File: config.mk
export PLATFORM = sky130hd
export DESIGN_NAME = run_controller
export DESIGN_NICKNAME = d
export VERILOG_FILES = /design/src/rtl/run_controller.sv
export SDC_FILE = /design/constraint.sdc
export NUM_CORES = 1
export LEC_CHECK = 0
export BUFFER_PORTS_ARGS = -buffer_cell sky130_fd_sc_hd__buf_4
export CORE_MARGIN = 4
export CORE_UTILIZATION = 33
export CTS_CLUSTER_SIZE = 20
export DETAILED_ROUTE_END_ITERATION = 10
export PLACE_DENSITY = 0.55
export SETUP_SLACK_MARGIN = 0.05
export SYNTH_ARGS = -nofsm -noshare
export SYNTH_HDL_FRONTEND = slang
export SYNTH_SLANG_ARGS = --single-unit
File: constraint.sdc
create_clock -name fpgaclock -period 2.4 [get_ports fpgaclock]
set_input_delay 0.72 -clock fpgaclock [delete_from_list [all_inputs] [get_ports fpgaclock]]
set_output_delay 0.72 -clock fpgaclock [all_outputs]
set_load 0.05 [all_outputs]
File: src/rtl/run_controller.sv
// Run controller: debounced buttons drive a READY/BUSY/PAUSED/HALTED FSM gating a divided clock to the core.
// Button presses act ~2+DB_CYCLES cycles after the raw edge; no backpressure, myclock only ever gated on whole phases.
module run_controller #(
    parameter int DIV_WIDTH = 21,
    parameter int DB_CYCLES = 65535,
    parameter int N_IRQ     = 4
) (
    input  logic             fpgaclock,
    input  logic             reset,
    input  logic             start,
    input  logic             clear,
    input  logic             interrupt,
    input  logic             step,
    input  logic             mode,
    input  logic             halted,
    input  logic [N_IRQ-1:0] irq,
    input  logic [N_IRQ-1:0] irq_mask,
    output logic             myclock,
    output logic             tick,
    output logic             ready,
    output logic             busy,
    output logic             interrupted,
    output logic             halt_st,
    output logic [N_IRQ-1:0] irq_src,
    output logic             step_mode
);
    localparam int NB      = 4;
    localparam int DBW     = $clog2(DB_CYCLES + 1);
    localparam int B_START = 0;
    localparam int B_CLEAR = 1;
    localparam int B_INT   = 2;
    localparam int B_STEP  = 3;
    localparam logic [DBW-1:0] DB_LAST = DBW'(DB_CYCLES - 1);

    typedef enum logic [1:0] {S_READY, S_BUSY, S_PAUSED, S_HALTED} state_t;

    logic [NB-1:0]        btn_raw;
    logic [NB-1:0]        sync1_q, sync1_d, sync2_q, sync2_d, clean_q, clean_d, press;
    logic [DBW-1:0]       db_cnt_q [NB];
    logic [DBW-1:0]       db_cnt_d [NB];
    logic [DIV_WIDTH-1:0] div_q, div_d;
    logic                 msb, run_req, run_en_q, run_en_d;
    logic                 armed_q, armed_d, step_mode_q, step_mode_d;
    logic [N_IRQ-1:0]     irq_src_q, irq_src_d, irq_hit;
    state_t               state_q, state_d;

    assign btn_raw = {step, interrupt, clear, start};

    // A level change is accepted on the DB_CYCLES-th consecutive sample that differs from the clean level.
    always_comb begin
        sync1_d = btn_raw;
        sync2_d = sync1_q;
        clean_d = clean_q;
        press   = '0;
        for (int b = 0; b < NB; b++) begin
            db_cnt_d[b] = '0;
            if (sync2_q[b] != clean_q[b]) begin
                if (db_cnt_q[b] == DB_LAST) begin
                    clean_d[b] = sync2_q[b];
                    press[b]   = sync2_q[b];
                end else begin
                    db_cnt_d[b] = db_cnt_q[b] + 1'b1;
                end
            end
        end
    end

    // run_en only moves while the MSB is low, so a high phase is either fully delivered or not at all.
    always_comb begin
        msb      = div_q[DIV_WIDTH-1];
        div_d    = div_q + 1'b1;
        run_req  = (state_q == S_BUSY) && (!step_mode_q || armed_q);
        run_en_d = msb ? run_en_q : run_req;
    end

    assign myclock     = msb & run_en_q;
    assign tick        = myclock && (div_q[DIV_WIDTH-2:0] == '0);
    assign irq_hit     = irq & irq_mask;
    assign ready       = (state_q == S_READY);
    assign busy        = (state_q == S_BUSY);
    assign interrupted = (state_q == S_PAUSED);
    assign halt_st     = (state_q == S_HALTED);
    assign irq_src     = irq_src_q;
    assign step_mode   = step_mode_q;

    always_comb begin
        state_d     = state_q;
        irq_src_d   = irq_src_q;
        step_mode_d = step_mode_q;
        armed_d     = tick ? 1'b0 : armed_q;
        case (state_q)
            S_READY: begin
                if (press[B_START]) begin
                    state_d     = S_BUSY;
                    step_mode_d = mode;
                    irq_src_d   = '0;
                end
            end
            S_BUSY: begin
                if (press[B_CLEAR]) begin
                    state_d   = S_READY;
                    irq_src_d = '0;
                end else if (press[B_INT] || (|irq_hit)) begin
                    state_d   = S_PAUSED;
                    irq_src_d = irq_hit;
                end else if (halted) begin
                    state_d = S_HALTED;
                end else if (press[B_STEP] && step_mode_q && !armed_q) begin
                    armed_d = 1'b1;
                end
            end
            S_PAUSED: begin
                if (press[B_CLEAR]) begin
                    state_d   = S_READY;
                    irq_src_d = '0;
                end else if (press[B_INT]) begin
                    state_d = S_BUSY;
                end
            end
            S_HALTED: begin
                if (press[B_CLEAR]) begin
                    state_d   = S_READY;
                    irq_src_d = '0;
                end else if (press[B_START] && !halted) begin
                    state_d = S_BUSY;
                end
            end
            default: state_d = S_READY;
        endcase
        if (state_d != S_BUSY) armed_d = 1'b0;
    end

    always_ff @(posedge fpgaclock or negedge reset) begin
        if (!reset) begin
            sync1_q     <= '0;
            sync2_q     <= '0;
            clean_q     <= '0;
            for (int b = 0; b < NB; b++) db_cnt_q[b] <= '0;
            div_q       <= '0;
            run_en_q    <= 1'b0;
            armed_q     <= 1'b0;
            step_mode_q <= 1'b0;
            irq_src_q   <= '0;
            state_q     <= S_READY;
        end else begin
            sync1_q     <= sync1_d;
            sync2_q     <= sync2_d;
            clean_q     <= clean_d;
            for (int b = 0; b < NB; b++) db_cnt_q[b] <= db_cnt_d[b];
            div_q       <= div_d;
            run_en_q    <= run_en_d;
            armed_q     <= armed_d;
            step_mode_q <= step_mode_d;
            irq_src_q   <= irq_src_d;
            state_q     <= state_d;
        end
    end
endmodule

==> impl_results.md, run 1 <==
* Status: complete, but fails checks
* Failing checks: setup timing
* Net Switching at ~0.83 mW
* Clock Latency Late Sink at approximately 0.35 ns
* Combinational power share at under 10%
* Vias per inst at approximately 4.8
* Final Wtd Congestion at ~0.8
* Clock Power Share at between 40% and 50%
* Critical path startpoint category: flip-flop
* Top delay family on crit path: simple AND/OR/NAND/NOR gates
* Final Max Slew Viols at 0
* Reg2reg end: irq_src[2]$_DFFE_PN0P_
* Clk sink count at 106
* Die ar. at about 17000 um2
* TritonCTS clock tree: done
* Top-count cell post-synth: dfrtp_1
* Top cells by count, synth: 106 x dfrtp_1, 87 x nor2_1, 47 x xor2_1
* Port buffer count at 26
* Ys flop type: dfrtp_1
* Critical Path RT at between 1.5 and 2 ns
* Antenna violations before repair at 0
* Crit-path cells: or4_4, nor4_4, buf_6
* Final Critical Period at approximately 2.4 ns
* Largest net degree at the start of global routing at 34
* # rows at 44
* Highest clock rate at approximately 0.41 GHz
* Dpl hpwl at roughly 6.8 mm
* Synth Net Count at roughly 500
* PD cells at between 600 and 700 nW/um2
* CTS clk-pin slew, worst paths at roughly 0.070 ns
* Util after Layout at 40.1%
* Sequential power share at between 40% and 50%
* FF-to-FF Start: db_cnt_q[48]$_DFF_PN0_
* Worst slack at placement at approximately 0.26 ns
* CORE AREA at ~15000 um2
* Fin. Hold Viols at 0
* Post-Layout Cell Count at 706
* Layout Nets at between 500 and 600
* First-pass GRT wire length at ~17 mm
* FF+latch count, synth at between 100 and 150
* Global route overflow at 0
* Routed wire length per instance at between 10 and 15 um
* CP Capture Type: output port
* Slew of the pin with the lowest slew margin at around 0.64 ns
* Synthesis Warnings at 0
* DR DRC count at 0
* Hold Path Class: input port to async pin
* I/O pin count at 27
* Avg Inst Size Synth at slightly above 10 um2
* Clk_skew at around 0.0069 ns
* Setup ws final at -0.0160 ns
* CTS root buffer: clkbuf_16
* Max Cap Viol at 0
* Die Y at around 130 um
* Dpl cells at 687
* Pleak at ~2.6 nW
* R2r setup slk at around 0.34 ns
* Worst path max stage delay at approximately 0.56 ns
* Sequential share of the synthesized area at 54.1%
* Final wirelength at 9.63 mm
* Post-Syn Area at 4900 um2
* Clk buf depth at 2
* Finish-stage setup viols at 1
* Htree depth at 3
* Filler cells at 1427
* VDD IR-drop max at 0.345 mV
* Arrival @ worst endpoint at roughly 1.7 ns
* Number of global-route vias before repair at 3571
* Slew Limit Headroom at a little under three fifths
* Area Growth Syn to Fin at 18.8%
* Register area at roughly 2700 um2
* Initial Util at 33.7%
* RSZ-0062 raised after global routing: yes
* Antenna Nets Post-Route at 0
* Share of cells above drive strength 1 at approximately 14%
* Area of the multi-input gates at between 2000 and 2500 um2
* Top area cells in the synthesized netlist: dfrtp_1 54%, xor2_1 8.4%, nor2_1 6.7%
* CTS Buf Count at 9
* Total number of vias at around 3400
* Sw Ratio at a little over a fifth
* Initial DRC Count at about 170
* Post-synth EDFFs at 0
* Worst Path Buf+Inv at 1
* CP Max Fanout at 4
* Crit path max-delay cell type: or4_4
* Period utilization at 101%
* Internal at between 2 and 3 mW
* Post-synth ARST share at 100%
* Top cell type's share of synthesized area at a little over half
* CTS Hold Bufs at 0
* Cells after synthesis at 475
* Distinct cells, synth at 44
* N_diodes at 0
* Area leader, netlist: dfrtp_1
* Crit Path Class: flip-flop to output port
* Reg2Reg Depth at 8
* Die width at approximately 130 um
* Total GRT Usage at roughly 13%
* DR pass1 iterations at 4
[per-layer routing]
| metal | up-vias | wire [um] | track usage, % |
|---|---|---|---|
| met5 | - | 0 | 0 |
| met4 | 0 | 202 | 5.50 |
| met3 | 13 | 247 | 2.66 |
| met2 | 42 | 4410 | 20.1 |
| met1 | 1652 | 4770 | 16.7 |
| li1 | 1698 | - | - |
[cell families after synthesis]
logic type / count (synthesis) / share of synthesized area (%)
AO/OA/AOI/OAI: 25 / 3.47
XOR/XNOR: 75 / 13.4
adder cells (fa/ha/maj): 10 / 2.55
buffers and inverters: 21 / 1.63
flip-flops: 106 / 54.1
multiplexers: 4 / 0.995
AND/OR/NAND/NOR: 234 / 23.8
[per-stage QoR]
step | power [mW] | hold WS (ns) | instance area, um2 | setup TNS (ns)
after floorplan | 2.00 | 0.331 | 4920 | 0
after global placement | 2.12 | 0.334 | 5410 | 0
after detailed placement | 2.13 | 0.336 | 5410 | 0
after CTS | 3.87 | 0.336 | 5810 | -0.0453
after global routing | 3.96 | 0.353 | 5820 | -0.111
final | 3.80 | 0.322 | 5820 | -0.0160
[how the worst max path moves through the flow]
stage                              startpoint  endpoint  slack [ns]  depth (start not counted)
after floorplan           div_q[13]$_DFF_PN0_      tick        0.16                          2
after global placement     div_q[2]$_DFF_PN0_      tick        0.29                          4
after detailed placement  div_q[12]$_DFF_PN0_      tick        0.26                          4
after CTS                 div_q[13]$_DFF_PN0_      tick       -0.05                          3
after global routing      div_q[10]$_DFF_PN0_      tick       -0.11                          4
final                     div_q[13]$_DFF_PN0_      tick       -0.02                          3
[area by class of cell]
cell class | instances | area share, %
clock buffer | 12 | 4.41
clock inverter | 4 | 1.68
inverter | 14 | 0.903
multi-input combinational | 348 | 38.1
sequential | 106 | 45.6
tap | 184 | 3.95
timing repair buffer | 38 | 5.39
[cells in the final DEF, fill, tap and decap left out, types with 3 or more instances in the layout]
master	count
buf_4	35
inv_1	14
and4_1	6
dfrtp_1	104
ha_1	10
and3_1	6
xor2_1	47
clkbuf_16	9
bufinv_16	3
nor4_1	3
nor2_1	87
o21ai_0	8
nor3_1	7
nor4_2	3
o21ai_1	3
xnor2_1	28
nand4_1	20
nor2b_1	10
nand3_1	39
nand2_1	37
mux2_2	3
nor4_4	3
[what timing repair did]
action | CTS | global route
setup buffers | 3 | 0
endpoints found under the hold margin | 0 | 0
endpoints found under the setup margin | 1 | 1
resized for setup | 6 | 2
pin swaps | 3 | 0
[power groups by stage]
stage | Sequential [mW] | Combinational, mW | Clock (mW)
floorplan | 1.91 | 0.0854 | 0
global placement | 1.89 | 0.230 | 0
detailed placement | 1.89 | 0.234 | 0
CTS | 1.86 | 0.235 | 1.77
global route | 1.86 | 0.256 | 1.84
finish | 1.86 | 0.228 | 1.72
[registers in the layout, indices dropped and copies added (netlist names), 2 cells and up]
name / count
db_cnt_q: 64
div_q: 21
clean_q: 4
irq_src: 4
sync1_q: 4
sync2_q: 4
state_q: 2
(Power assumes the default switching activity.)
==> inputs of run 2 (changes only) <==
--- a/config.mk
+++ b/config.mk
@@ -5,12 +5,12 @@
 export SDC_FILE = /design/constraint.sdc
 export NUM_CORES = 1
 export LEC_CHECK = 0
-export BUFFER_PORTS_ARGS = -buffer_cell sky130_fd_sc_hd__buf_4
 export CORE_MARGIN = 4
 export CORE_UTILIZATION = 33
 export CTS_CLUSTER_SIZE = 20
 export DETAILED_ROUTE_END_ITERATION = 10
-export PLACE_DENSITY = 0.55
+export DONT_BUFFER_PORTS = 1
+export PLACE_DENSITY = 0.54
 export SETUP_SLACK_MARGIN = 0.05
 export SYNTH_ARGS = -nofsm -noshare
 export SYNTH_HDL_FRONTEND = slang
==> run 2 against run 1 <==
  * The flow now finishes without violations
  * Sequential share of layout area increased by 2.1 points
  * Non-clock buffer count decreased by 23
  * Register-to-register slack about the same
  * Critical path depth increased by 1
  * Sequential cell count unchanged
  * Worst setup slack improved by 0.027 ns
  * Critical path type unchanged
  * Critical endpoint unchanged
  * Highest routed layer unchanged
==> impl_results.md, run 2 (synthesis results as in run 1) <==
* Status: finished, final reports clean
* Clock Latency Late Sink at approximately 0.35 ns
* I/O pin count at 27
* Initial Util at between 30% and 40%
* Share of cells above drive strength 1 at 9.82%
* Hold Path Class: input port to async pin
* Largest register FFs at 64
* Htree depth at 3
* Total Neg Setup Slack at 0 ns
* Worst Path Buf+Inv at 1
* Finish-stage setup viols at 0
* Die Y at approximately 130 um
* # rows at 44
* Antenna violations before repair at 0
* CTS clk-pin slew, worst paths at around 0.07 ns
* Reg with most FFs: db_cnt_q
* Dpl hpwl at 6.72 mm
* Area Growth Syn to Fin at 13.6%
* Crit Path Class: flip-flop to output port
* Highest clock rate at between 0.4 and 0.5 GHz
* Final wirelength at 9.76 mm
* FF-to-FF Start: db_cnt_q[54]$_DFF_PN0_
* RSZ-0062 raised after global routing: yes
* Port buffer count at 0
* Final Max Slew Viols at 0
* Final Wtd Congestion at 0.762
* Antenna Nets Post-Route at 0
* Arrival @ worst endpoint at about 1.7 ns
* CTS Hold Bufs at 0
* WHS at about 0.061 ns
* Total GRT Usage at between 10 and 15%
* Worst setup endpoint: tick
* Clk buf depth at 2
* Global route overflow at 0
* Top delay family on crit path: simple AND/OR/NAND/NOR gates
* Reg2Reg Depth at 5
* Final Cell Area at between 5000 and 6000 um2
* Area of placed instances at between 5000 and 6000 um2
* Crit path max-delay cell type: dfrtp_1
* Final Critical Period at about 2.4 ns
* Vias per inst at 4.83
* Die width at between 100 and 150 um
* Slew Limit Headroom at 57.8%
* Clk_skew at between 0.009 and 0.01 ns
* Cell depth of the worst setup path at 4
* Critical path startpoint category: flip-flop
* Most frequent cells in the layout: 105 x dfrtp_1, 87 x nor2_1, 47 x xor2_1
* Most common cell after layout, fill and taps aside: dfrtp_1
* TritonCTS clock tree: done
* Initial DRC Count at roughly 230
* Clk sink count at ~110
* Leading registers by flop count: db_cnt_q x64, div_q x21
* Routed wire length per instance at 14.3 um
* Max Cap Viol at 0
* DR pass1 iterations at 4
* Pleak at 2.46 nW
* Worst path max stage delay at 0.40 ns
* PD cells at approximately 630 nW/um2
* Period utilization at 99.6%
* Layout Nets at 520
* VDD IR-drop max at around 0.33 mV
* Crit path from: div_q[12]$_DFF_PN0_
* Total number of vias at ~3300
* CORE AREA at roughly 15000 um2
* First-pass GRT wire length at roughly 17 mm
* CP Capture Type: output port
* CTS Buf Count at 9
* DR DRC count at 0
* N_diodes at 0
* Largest net degree at the start of global routing at between 100 and 150
* CP Max Fanout at 2
* Fin. Hold Viols at 0
* Critical Path RT at 1.68 ns
* Slew of the pin with the lowest slew margin at ~0.63 ns
* CTS root buffer: clkbuf_16
* Crit-path cells: nor4_2, nand2_1, nor4_4, buf_6
* Die ar. at 16900 um2
* Reg2reg end: step_mode$_DFFE_PN0P_
* Number of global-route vias before repair at ~3400
* R2r setup slk at 0.34 ns
## run 2: power by group
group | leakage (nW) | switching, mW | internal, mW
sequential | 1.43 | 0.0748 | 1.82
combinational | 0.887 | 0.0692 | 0.0431
clock | 0.144 | 0.686 | 0.823
total | 2.46 | 0.830 | 2.68
## run 2: area by class of cell
cell class | instances | area, um2
clock inverter | 6 | 72.6
inverter | 14 | 52.6
tap | 184 | 230
multi-input combinational | 348 | 2210
sequential | 106 | 2650
fill | 1440 | 8970
clock buffer | 10 | 229
timing repair buffer | 15 | 116
## run 2: metrics by stage
stage / worst slack, ns / power, mW / instances / utilization, %
after global placement: 0.282 / 2.04 / 660 / 35.6
after detailed placement: 0.270 / 2.04 / 660 / 35.6
after CTS: 0.0134 / 3.58 / 683 / 38.3
final: 0.0106 / 3.51 / 683 / 38.3
after floorplan: 0.163 / 2.00 / 475 / -
after global routing: -0.0928 / 3.66 / 683 / 38.3
## run 2: worst min path at each step
| stage | from | end | slack, ns | cells past startpoint |
|---|---|---|---|---|
| 3_5_place_dp | sync1_q[0]$_DFF_PN0_ | sync2_q[0]$_DFF_PN0_ | 0.35 | 0 |
| 3_3_place_gp | sync1_q[1]$_DFF_PN0_ | sync2_q[1]$_DFF_PN0_ | 0.34 | 0 |
| 2_1_floorplan | sync1_q[0]$_DFF_PN0_ | sync2_q[0]$_DFF_PN0_ | 0.33 | 0 |
| 6_report | reset | div_q[11]$_DFF_PN0_ | 0.06 | 0 |
| 4_1_cts | reset | div_q[17]$_DFF_PN0_ | 0.04 | 0 |
| 5_1_grt | reset | div_q[11]$_DFF_PN0_ | 0.04 | 0 |
## run 2: what timing repair did
action	4_1_cts	5_1_grt
hold endpoints to repair	0	0
buffers inserted	7	0
setup endpoints to repair	1	5
pin swaps	2	0
resized for setup	6	1
## run 2: layer usage
layer / GRT usage, % / wire (um)
met1: 16.1 / 4390
met2: 20.6 / 4690
met3: 4.83 / 560
met4: 3.67 / 125
met5: 0 / 0
==> inputs of run 3 (changes only) <==
--- a/config.mk
+++ b/config.mk
@@ -10,6 +10,7 @@
 export CTS_CLUSTER_SIZE = 20
 export DETAILED_ROUTE_END_ITERATION = 10
 export DONT_BUFFER_PORTS = 1
+export MAX_ROUTING_LAYER = met4
 export PLACE_DENSITY = 0.54
 export SETUP_SLACK_MARGIN = 0.05
 export SYNTH_ARGS = -nofsm -noshare
==> run 3 against run 2 <==
  * Combinational power is essentially flat
  * Cell count is the same
  * Worst hold slack lost 0.0020 ns
  * Via count is essentially flat
  * Critical path depth is the same
  * Clock power is essentially flat
  * Highest routed layer unchanged
==> impl_results.md, run 3 (synthesis results as in run 1) <==
* Top delay family on crit path: simple AND/OR/NAND/NOR gates
* Worst path max stage delay at about 0.4 ns
* Most frequent cells in the layout: 105 x dfrtp_1, 87 x nor2_1, 47 x xor2_1
* FF-to-FF Start: db_cnt_q[54]$_DFF_PN0_
* Reg2reg end: step_mode$_DFFE_PN0P_
* Final Max Slew Viols at 0
* DR DRC count at 0
* Total number of vias at around 3300
* Cell depth of the worst setup path at 4
* RSZ-0062 raised after global routing: yes
* Critical Path RT at roughly 1.7 ns
* DR pass1 iterations at 4
* Arrival @ worst endpoint at 1.67 ns
* Period utilization at between 90% and 100%
* Layout Nets at 520
* Crit-path cells: nor4_2, nand2_1, nor4_4, buf_6
* Filler cells at approximately 1400
* Clk_skew at between 0.007 and 0.008 ns
* Max Cap Viol at 0
* Critical path startpoint category: flip-flop
* R2r setup slk at roughly 0.34 ns
* CP Capture Type: output port
* Leading registers by flop count: db_cnt_q x64, div_q x21
* Highest clock rate at 0.418 GHz
* First-pass GRT wire length at approximately 17 mm
* Most common cell after layout, fill and taps aside: dfrtp_1
* Fin. Hold Viols at 0
* CTS root buffer: clkbuf_16
* Pleak at 2.46 nW
* Number of global-route vias before repair at 3377
* # rows at 44
* Worst Path Buf+Inv at 1
* Finish-stage setup viols at 0
* Die ar. at between 15000 and 20000 um2
* Slew of the pin with the lowest slew margin at ~0.63 ns
* Final Wtd Congestion at around 0.77
* Final Critical Period at about 2.4 ns
* Initial DRC Count at between 200 and 250
* I/O pin count at 27
* Clk sink count at around 110
* Status: finished, final reports clean
* CORE AREA at roughly 15000 um2
* Final wirelength at around 10 mm
* Global route overflow at 0
* Die Y at 130 um
* Crit path from: div_q[12]$_DFF_PN0_
* Setup ws final at between 0.009 and 0.01 ns
* Hold Path Class: input port to async pin
* Htree depth at 3
* Routed wire length per instance at 14.2 um
* Share of cells above drive strength 1 at a little under 10%
* Crit Path Class: flip-flop to output port
* N_diodes at 0
* CTS clk-pin slew, worst paths at about 0.07 ns
* VDD IR-drop max at around 0.33 mV
* Slew Limit Headroom at 57.4%
* Largest net degree at the start of global routing at between 100 and 150
* Total GRT Usage at between 10% and 20%
* Clock Latency Late Sink at 0.35 ns
* Initial Util at ~34%
* Reg2Reg Depth at 5
* Worst slack at placement at around 0.27 ns
* CTS Buf Count at 9
* TritonCTS clock tree: done
* PD cells at 631 nW/um2
* Antenna violations before repair at 0
* Dpl hpwl at roughly 6.7 mm
* Die width at ~130 um
* Worst setup endpoint: tick
* Area Growth Syn to Fin at 13.6%
* CTS Hold Bufs at 0
* Total Neg Setup Slack at 0 ns
* Crit path max-delay cell type: dfrtp_1
* Antenna Nets Post-Route at 0
* Vias per inst at about 4.8
* Reg with most FFs: db_cnt_q
* Pwr Total at ~3.5 mW
* Largest register FFs at between 60 and 70
* Clk buf depth at 2
* CP Max Fanout at 2
* Port buffer count at 0
-- run 3: worst min path at each step --
| stage | cells past startpoint | slack (ns) | end |
|---|---|---|---|
| after floorplan | 0 | 0.33 | sync2_q[0]$_DFF_PN0_ |
| after global placement | 0 | 0.34 | sync2_q[1]$_DFF_PN0_ |
| after detailed placement | 0 | 0.35 | sync2_q[0]$_DFF_PN0_ |
| after CTS | 0 | 0.04 | div_q[17]$_DFF_PN0_ |
| after global routing | 0 | 0.04 | div_q[11]$_DFF_PN0_ |
| final | 0 | 0.06 | div_q[11]$_DFF_PN0_ |
-- run 3: where the power goes --
group	internal (mW)	leakage, nW	switching [mW]	total (mW)
Clock	0.823	0.144	0.682	1.51
Sequential	1.82	1.43	0.0749	1.89
Combinational	0.0431	0.887	0.0688	0.112
-- run 3: per-stage QoR --
| step | instances | utilization (%) | hold slack [ns] | instance area (um2) |
|---|---|---|---|---|
| after floorplan | 475 | - | 0.331 | 4920 |
| after global placement | 660 | 35.6 | 0.337 | 5180 |
| after detailed placement | 660 | 35.6 | 0.350 | 5180 |
| after CTS | 683 | 38.3 | 0.0383 | 5560 |
| after global routing | 683 | 38.3 | 0.0365 | 5570 |
| final | 683 | 38.3 | 0.0585 | 5570 |
-- run 3: what timing repair did --
item,4_1_cts,5_1_grt
gates resized for setup,6,1
endpoints found under the setup margin,1,5
pin swaps,2,0
setup buffers,7,0
-- run 3: final cells by class --
| cell class | count | area [um2] | share of cell area, % |
|---|---|---|---|
| multi-input combinational | 348 | 2210 | 39.8 |
| clock buffer | 10 | 229 | 4.11 |
| tap | 184 | 230 | 4.13 |
| inverter | 14 | 52.6 | 0.944 |
| timing repair buffer | 15 | 116 | 2.09 |
| sequential | 106 | 2650 | 47.7 |
| clock inverter | 6 | 72.6 | 1.30 |
-- run 3: metal layers --
metal  wire length (um)  part of all wire, %  GRT usage [%]
met1               4330                   45           16.2
met2               4660                   48           20.4
met3                610                  6.3           5.03
met4                127                  1.3           3.48
met5                  0                    0              -
